## config.mk

```make
export PLATFORM = sky130hd
export DESIGN_NAME = mul_share_arb_flat
export DESIGN_NICKNAME = d
export VERILOG_FILES = /design/src/rtl/mul_share_arb_if.sv /design/src/rtl/mul_share_arb.sv /design/src/flat_wrapper.sv
export SDC_FILE = /design/constraint.sdc
export NUM_CORES = 1
export LEC_CHECK = 0
export ABC_AREA = 1
export BUFFER_PORTS_ARGS = -buffer_cell sky130_fd_sc_hd__buf_4
export CORE_MARGIN = 5
export CORE_UTILIZATION = 25
export CTS_BUF_LIST = sky130_fd_sc_hd__clkbuf_2
export CTS_CLUSTER_SIZE = 10
export DETAILED_ROUTE_END_ITERATION = 10
export SETUP_SLACK_MARGIN = 0.05
export SYNTH_ARGS = -nofsm -noshare
export SYNTH_HDL_FRONTEND = slang
export SYNTH_SLANG_ARGS = --single-unit
```

## constraint.sdc

```tcl
create_clock -name clk -period 7.05 [get_ports clk]
set_input_delay 0.705 -clock clk [delete_from_list [all_inputs] [get_ports clk]]
set_output_delay 0.705 -clock clk [all_outputs]
set_load 0.05 [all_outputs]
```

## src/rtl/mul_share_arb_if.sv

```systemverilog
// Request/response bundle shared between the requesters and mul_share_arb.
//   master : requester side  - drives req_valid/req_a/req_b, sees req_ready and responses
//   slave  : arbiter side    - sees requests, drives req_ready/resp_valid/resp_p
// Operands of requester i live at [i*WIDTH +: WIDTH] of req_a / req_b.
interface mul_share_arb_if #(
   parameter int NUM_REQ = 4,
   parameter int WIDTH   = 8
);
   logic [NUM_REQ-1:0]       req_valid;
   logic [NUM_REQ*WIDTH-1:0] req_a;
   logic [NUM_REQ*WIDTH-1:0] req_b;
   logic [NUM_REQ-1:0]       req_ready;
   logic [NUM_REQ-1:0]       resp_valid;
   logic [2*WIDTH-1:0]       resp_p;

   modport master (
      output req_valid, req_a, req_b,
      input  req_ready, resp_valid, resp_p
   );

   modport slave (
      input  req_valid, req_a, req_b,
      output req_ready, resp_valid, resp_p
   );
endinterface

```

## src/rtl/mul_share_arb.sv

```systemverilog
// Round-robin scheduler time-sharing one external combinational WIDTHxWIDTH
// multiplier among NUM_REQ requesters. One grant per cycle, operands are
// registered toward the multiplier, and the product is captured one cycle later
// and returned as a one-hot tagged pulse to the issuing requester.
// Ports:
//   clk, rst_n       clock, asynchronous active-low reset
//   bus (slave)      requests in, combinational one-hot grant, tagged responses out
//   mul_a, mul_b     registered operands to the multiplier
//   mul_y            combinational product from the multiplier
//   busy             a multiply is in stage 1 or being presented
//   op_count         completed multiplies, wraps modulo 2^CNT_W
module mul_share_arb #(
   parameter int NUM_REQ = 4,
   parameter int WIDTH   = 8,
   parameter int CNT_W   = 16
) (
   input  logic               clk,
   input  logic               rst_n,
   mul_share_arb_if.slave     bus,
   output logic [WIDTH-1:0]   mul_a,
   output logic [WIDTH-1:0]   mul_b,
   input  logic [2*WIDTH-1:0] mul_y,
   output logic               busy,
   output logic [CNT_W-1:0]   op_count
);
   localparam int IDX_W = (NUM_REQ > 1) ? $clog2(NUM_REQ) : 1;

   logic [NUM_REQ-1:0] grant_s;
   logic [IDX_W-1:0]   gnt_idx_s;
   logic               gnt_any_s;
   logic [IDX_W-1:0]   idx_s;

   logic [IDX_W-1:0]   rr_ptr_r;
   logic               s1_vld_r;
   logic [IDX_W-1:0]   s1_tag_r;
   logic [WIDTH-1:0]   mul_a_r;
   logic [WIDTH-1:0]   mul_b_r;
   logic [NUM_REQ-1:0] resp_valid_r;
   logic [2*WIDTH-1:0] resp_p_r;
   logic               busy_r;
   logic [CNT_W-1:0]   op_count_r;

   // Round-robin search: first valid requester at or after rr_ptr, wrapping.
   always_comb begin
      grant_s   = '0;
      gnt_idx_s = '0;
      gnt_any_s = 1'b0;
      idx_s     = '0;
      for (int k = 0; k < NUM_REQ; k++) begin
         idx_s = IDX_W'((int'(rr_ptr_r) + k) % NUM_REQ);
         if (!gnt_any_s && bus.req_valid[idx_s]) begin
            gnt_any_s        = 1'b1;
            gnt_idx_s        = idx_s;
            grant_s[idx_s]   = 1'b1;
         end else begin
            gnt_any_s = gnt_any_s;
         end
      end
   end

   assign bus.req_ready  = grant_s;
   assign bus.resp_valid = resp_valid_r;
   assign bus.resp_p     = resp_p_r;
   assign mul_a          = mul_a_r;
   assign mul_b          = mul_b_r;
   assign busy           = busy_r;
   assign op_count       = op_count_r;

   // Pointer, issue stage, capture stage, busy flag and completion counter.
   always_ff @(posedge clk or negedge rst_n) begin
      if (!rst_n) begin
         rr_ptr_r     <= '0;
         s1_vld_r     <= 1'b0;
         s1_tag_r     <= '0;
         mul_a_r      <= '0;
         mul_b_r      <= '0;
         resp_valid_r <= '0;
         resp_p_r     <= '0;
         busy_r       <= 1'b0;
         op_count_r   <= '0;
      end else begin
         // Issue stage: latch the winner's operands toward the multiplier.
         if (gnt_any_s) begin
            mul_a_r  <= bus.req_a[int'(gnt_idx_s)*WIDTH +: WIDTH];
            mul_b_r  <= bus.req_b[int'(gnt_idx_s)*WIDTH +: WIDTH];
            s1_tag_r <= gnt_idx_s;
            rr_ptr_r <= (gnt_idx_s == IDX_W'(NUM_REQ-1)) ? IDX_W'(0) : gnt_idx_s + IDX_W'(1);
         end else begin
            mul_a_r  <= mul_a_r;
            mul_b_r  <= mul_b_r;
            s1_tag_r <= s1_tag_r;
            rr_ptr_r <= rr_ptr_r;
         end
         s1_vld_r <= gnt_any_s;

         // Capture stage: the multiplier output settled during the cycle after issue.
         if (s1_vld_r) begin
            resp_p_r     <= mul_y;
            resp_valid_r <= NUM_REQ'(1) << s1_tag_r;
            op_count_r   <= op_count_r + CNT_W'(1);
         end else begin
            resp_p_r     <= resp_p_r;
            resp_valid_r <= '0;
            op_count_r   <= op_count_r;
         end

         // Next-state form of s1_vld | (resp_valid != 0), so busy is a flop.
         busy_r <= gnt_any_s | s1_vld_r;
      end
   end
endmodule

```

## src/flat_wrapper.sv

```systemverilog
// flat-port wrapper written by rule: the top's interface ports become plain ports
module mul_share_arb_flat 
#(
   parameter int NUM_REQ = 4,
   parameter int WIDTH   = 8,
   parameter int CNT_W   = 16
)
  (clk, rst_n, mul_a, mul_b, mul_y, busy, op_count, bus_req_valid, bus_req_a, bus_req_b, bus_req_ready, bus_resp_valid, bus_resp_p);
  mul_share_arb_if #(.NUM_REQ(NUM_REQ), .WIDTH(WIDTH)) bus_i ();
  input  logic clk;
  input  logic rst_n;
  output logic [WIDTH-1:0] mul_a;
  output logic [WIDTH-1:0] mul_b;
  input  logic [2*WIDTH-1:0] mul_y;
  output logic busy;
  output logic [CNT_W-1:0] op_count;
  input wire logic [$bits(bus_i.req_valid)-1:0] bus_req_valid;
  input wire logic [$bits(bus_i.req_a)-1:0] bus_req_a;
  input wire logic [$bits(bus_i.req_b)-1:0] bus_req_b;
  output wire logic [$bits(bus_i.req_ready)-1:0] bus_req_ready;
  output wire logic [$bits(bus_i.resp_valid)-1:0] bus_resp_valid;
  output wire logic [$bits(bus_i.resp_p)-1:0] bus_resp_p;
  assign bus_i.req_valid = bus_req_valid;
  assign bus_i.req_a = bus_req_a;
  assign bus_i.req_b = bus_req_b;
  assign bus_req_ready = bus_i.req_ready;
  assign bus_resp_valid = bus_i.resp_valid;
  assign bus_resp_p = bus_i.resp_p;
  mul_share_arb #(.NUM_REQ(NUM_REQ), .WIDTH(WIDTH), .CNT_W(CNT_W)) u_core (.clk(clk), .rst_n(rst_n), .bus(bus_i), .mul_a(mul_a), .mul_b(mul_b), .mul_y(mul_y), .busy(busy), .op_count(op_count));
endmodule
```

* After elaboration in Yosys (flattened, before gate mapping)
Index checks and enable logic that the tools add are counted.
Widths: inputs -> output; s select.
** Cells by class
- Add/subtract/negate cells :: 5
- Multiply operators :: 0
- Divide/modulo/power cells :: 0
- Order comparisons :: 8
- Equality and inequality tests :: 1
- Shift-type cells :: 3
- Multiplexer cells :: 30
- Bitwise logic cells :: 4
- Reductions and logical operators :: 10
** Operators by type and width (number)
- $shiftx 32x6->8 :: 2
- $mux 4 :: 5
- $add 16x1->16 const B :: 1
- $lt 2x3->1 const B :: 4
- $mux 1 :: 12
- $or 4x4->4 :: 3
- $mux 2 :: 5
- $bmux 1 s2 :: 4
- $demux 1 s2 :: 4
- $ge 2x1->1 const B :: 4
- $logic_and 1x1->1 :: 7
- $add 2x1->2 const B :: 2
- $add 2x2->2 const B :: 2
- $shl 1x2->4 const A :: 1
- $logic_not 1->1 :: 3
- $eq 2x2->1 const B :: 1
- $or 1x1->1 :: 1
** Storage, ports and cells
- Register bits after elaboration :: 58
- Bits in latches :: 0
- RAM bits :: 0
- Memory bits (read-only) :: 0
- Output and inout bits :: 57
- Word-level logic and storage cells :: 70
- Memories kept :: 0

* Logic depth before layout (Yosys ltp)
- Depth after elaboration :: 14
- Mapped depth :: 15
- Depth with buffers taken out :: 14

* Worst setup path before layout
OpenSTA, ideal clock, no wires.
- Path type :: flip-flop to output port
- From :: register u_core.rr_ptr_r[0]
- To :: output port bus_req_ready[1]
- Arrival time :: 2443 ps
- Required time :: 6345 ps
- Path slack :: 3902 ps
- Stages on the path, launching flop included :: 9
- Buffers on the path :: 1
- Cell sequence :: dfrtp_1 buf_6 inv_6 ha_1 inv_1 nand3_1 nand2_2 nand4_4 o21ai_0
** On the way
- Longest elaborated chain between the ends :: 12
- Elaborated cells on any way between the ends :: 47
** RTL lines
- start: declaration :: RTL line mul_share_arb.sv:33 : logic [IDX_W-1:0] rr_ptr_r;
- start signal: assignment :: RTL line mul_share_arb.sv:87 : rr_ptr_r <= (gnt_idx_s == IDX_W'(NUM_REQ-1)) ? IDX_W'(0) : gnt_idx_s + IDX_W'(1);
- start signal: assignment :: RTL line mul_share_arb.sv:92 : rr_ptr_r <= rr_ptr_r;
- parallel branches: the longest is 11 deep, another holds $lt 2x3->1
- $mux 4 * :: RTL line mul_share_arb.sv:51 : if (!gnt_any_s && bus.req_valid[idx_s]) begin
- end: declaration :: RTL line flat_wrapper.sv:20 : output wire logic [$bits(bus_i.req_ready)-1:0] bus_req_ready;
Every way passes the cells marked *. The select of a mux whose other input is x is not followed.

* Worst setup path after layout
Same ends and word-level chain as after synthesis.

==> impl_metrics.json <==
{
  "status": "finished clean",
  "viasPerCell": 4.232,
  "yosysUniqueCellTypes": 37,
  "fmax_ghz": 0.2853,
  "synth-xor-area-share": 0.03988,
  "start_util": 0.2518,
  "rows": 42,
  "cp-start-kind": "flop",
  "htreeDepth": 3,
  "switching_share": 0.5713,
  "synth_top_area_frac": 0.4406,
  "p_seq_frac": 0.216,
  "synthesis.nets": 519,
  "clock-sinks": 58,
  "p_leak_uw": 0.002519,
  "cts_setup_buffers": 0,
  "grtUsageTotal": 0.1209,
  "synth_mux_area_frac": 0,
  "ant_nets": 0,
  "fin_skew_ps": 18.65,
  "hp-class": "input port to asynchronous set/reset pin",
  "globalplace.congestion": 0.8842,
  "critical_path_required_ps": 6340,
  "hold_viol": 0,
  "cts_root_buf": "clkbuf_2",
  "final_common_cell": "nand2_1",
  "synth_area_leaders": "dfrtp_1 44%, nand2_1 17%, nand3_1 5.8%",
  "layout.nets": 658,
  "grt_pass1_vias": 3190,
  "cpMaxStageDelayCell": "dfrtp_1",
  "antenna_found_initial": 0,
  "relSlewSlack": 0.5089,
  "power_switching_uw": 1443,
  "yosysSeqAreaShare": 0.4406,
  "dieWidth_um": 124.8,
  "crit_path_end_kind": "output pin",
  "grt_pass1_wl_mm": 15.44,
  "setup_slack_ps": 3545,
  "multi_input_area_um2": 1553,
  "comb_power_share": 0.704,
  "cts_buffer_depth": 2,
  "fin_setup_tns_ps": 0,
  "grt_overflow_total": 0,
  "fin_crit_ps": 3505,
  "power_density_nw_per_um2": 549.8,
  "crit_chain": "inv_6, ha_1, inv_1, nand2_1, nand2_2, nor3_1, a221oi_1, o21ai_0, buf_4",
  "synth_top_area_cell": "dfrtp_1",
  "path_max_fanout": 13,
  "drive_gt1_frac": 0.3211,
  "worst_pin_slew_ps": 736.7,
  "setup-violations-final": 0,
  "synthAdderAreaFrac": 0.02659,
  "drt-initial-drc-count": 126,
  "critPathMaxStageDelay_ps": 690,
  "fin_crit_sh": 0.4971,
  "cap_violations": 0,
  "netlist_area_um2": 3294,
  "n_antenna_cell": 0,
  "vias": 3157,
  "clk_latency_ps": 440,
  "die_h_um": 124.8,
  "critPathKind": "flop to output pin",
  "portBuffers": 142,
  "synthCells": 426,
  "rsz0062_at_grt": "no",
  "final_cell_mix": "153 x nand2_1, 143 x buf_4, 58 x dfrtp_1, 42 x inv_1, 38 x nand3_1",
  "synth_top_family_by_area": "simple AND/OR/NAND/NOR gates",
  "critical-path-top-delay-family": "flip-flops",
  "area.growth.synth_to_final_pct": 39.42,
  "avgSynthCellArea_um2": 7.733,
  "critPathBufInv": 3,
  "crit_arrival_ps": 2800,
  "cts_hold_buf": 0,
  "cell_internal_pwr_uw": 1082,
  "hpwl_mm": 7.186,
  "nFillCells": 1373,
  "synthSimpleGateAreaFrac": 0.3490,
  "peakVddDrop_v": 0.0002297,
  "synth-compound-area-share": 0.05583,
  "drc": 0,
  "ys_warn_count": 0,
  "pre_cts_ws_ps": 3869,
  "cts_tree": "built",
  "dr.pass1.iters": 4,
  "avgRoutedWirePerCell_um": 12.48,
  "cts_buffers": 9,
  "regArea_um2": 1451,
  "io_pins": 143,
  "ys_seq_elements": 58,
  "grt_max_degree": 59,
  "drv_slew": 0,
  "core_um2": 13090,
  "cts.clk_slew.worst_paths_ps": 170,
  "ctsResizeCount": 0,
  "power_frac_clock": 0.079,
  "dieArea_um2": 15570,
  "totalWireLength_mm": 9.307
}
kinds of logic after synthesis:
logic type / after synthesis
AO/OA/AOI/OAI: 31
AND/OR/NAND/NOR: 252
XOR/XNOR: 15
adder cells (fa/ha/maj): 7
flip-flops: 58
buffers and inverters: 63
path summary, 6_finish.rpt:
path	cells past startpoint	slack, ps	to	from
min in group clk	3	440	u_core.bus.resp_p[13]	mul_y[13]
worst min register to register	1	480	u_core.bus.resp_valid[0]	u_core.s1_tag_r[1]
max in group asynchronous	1	6270	u_core.op_count[8]	rst_n
worst max register to register	12	3880	u_core.rr_ptr_r[1]	u_core.rr_ptr_r[0]
worst max-delay path	9	3550	bus_req_ready[1]	u_core.rr_ptr_r[0]
worst min-delay path	1	290	u_core.op_count[11]	rst_n
layout make-up:
class,count,area share
inverters,48,0.04141
flip-flops and latches,58,0.3160
repair buffers,143,0.2337
clock buffers,9,0.009807
well taps,176,0.04794
multi-input cells,305,0.3381
clock inverters,7,0.01308
power groups by stage:
stage | logic [uW] | registers, uW | clock network, uW
2_1_floorplan | 1100 | 863 | 0
3_3_place_gp | 1760 | 551 | 0
3_5_place_dp | 1800 | 554 | 0
4_1_cts | 1800 | 549 | 217
5_1_grt | 1980 | 565 | 228
6_report | 1780 | 546 | 200
synthesized netlist by cell type:
| master | number |
|---|---|
| inv_4 | 2 |
| nand4_4 | 1 |
| o2111ai_1 | 2 |
| o31ai_2 | 1 |
| nor2_1 | 22 |
| and3_1 | 1 |
| nand2_2 | 8 |
| nand3_2 | 3 |
| buf_6 | 4 |
| xor2_1 | 11 |
| buf_4 | 2 |
| nand4_1 | 7 |
| inv_1 | 42 |
| clkbuf_1 | 3 |
| a221oi_1 | 1 |
| dfrtp_1 | 58 |
| a221o_1 | 1 |
| o22ai_1 | 1 |
| nor2_2 | 1 |
| nor3b_1 | 1 |
| nand2_1 | 153 |
| a21oi_1 | 7 |
| o21ai_2 | 1 |
| o21ai_1 | 8 |
| ha_1 | 7 |
| buf_2 | 5 |
| nand3_1 | 38 |
| xnor2_1 | 4 |
| o21ai_0 | 9 |
| nor3_1 | 7 |
| nor2_8 | 1 |
| inv_2 | 3 |
| buf_1 | 1 |
| nand2_4 | 3 |
| nand3_4 | 1 |
| or2_1 | 5 |
| inv_6 | 1 |
stage by stage:
stage                       util  hold WS (ps)  instances  total power [uW]  instance area (um2)
after floorplan                -         409.4        426              1959                 3294
after global placement    0.3430         444.9        730              2313                 4488
after detailed placement  0.3430         452.0        730              2351                 4488
after CTS                 0.3510         260.0        746              2565                 4593
after global routing      0.3510         303.8        746              2775                 4593
final                     0.3510         294.7        746              2525                 4593
sequential cells by signal (all words and copies together), names as in the netlist:
| signal | count |
|---|---|
| u_core.bus.resp_valid | 4 |
| u_core.op_count | 16 |
| u_core.mul_b | 8 |
| u_core.busy | 1 |
| u_core.rr_ptr_r | 2 |
| u_core.s1_tag_r | 2 |
| u_core.bus.resp_p | 16 |
| u_core.s1_vld_r | 1 |
| u_core.mul_a | 8 |
metal layers:
layer  part of all wire  GRT usage  wire, um  vias to the layer above
li1                   -          -         -                     1624
met5                  0          0         0                        -
met1               0.44     0.1551      4092                     1413
met3              0.071    0.03388       659                       12
met2               0.47     0.1985      4409                      108
met4              0.016    0.03546       146                        0
No activity file was read; power rests on OpenSTA's default activity.
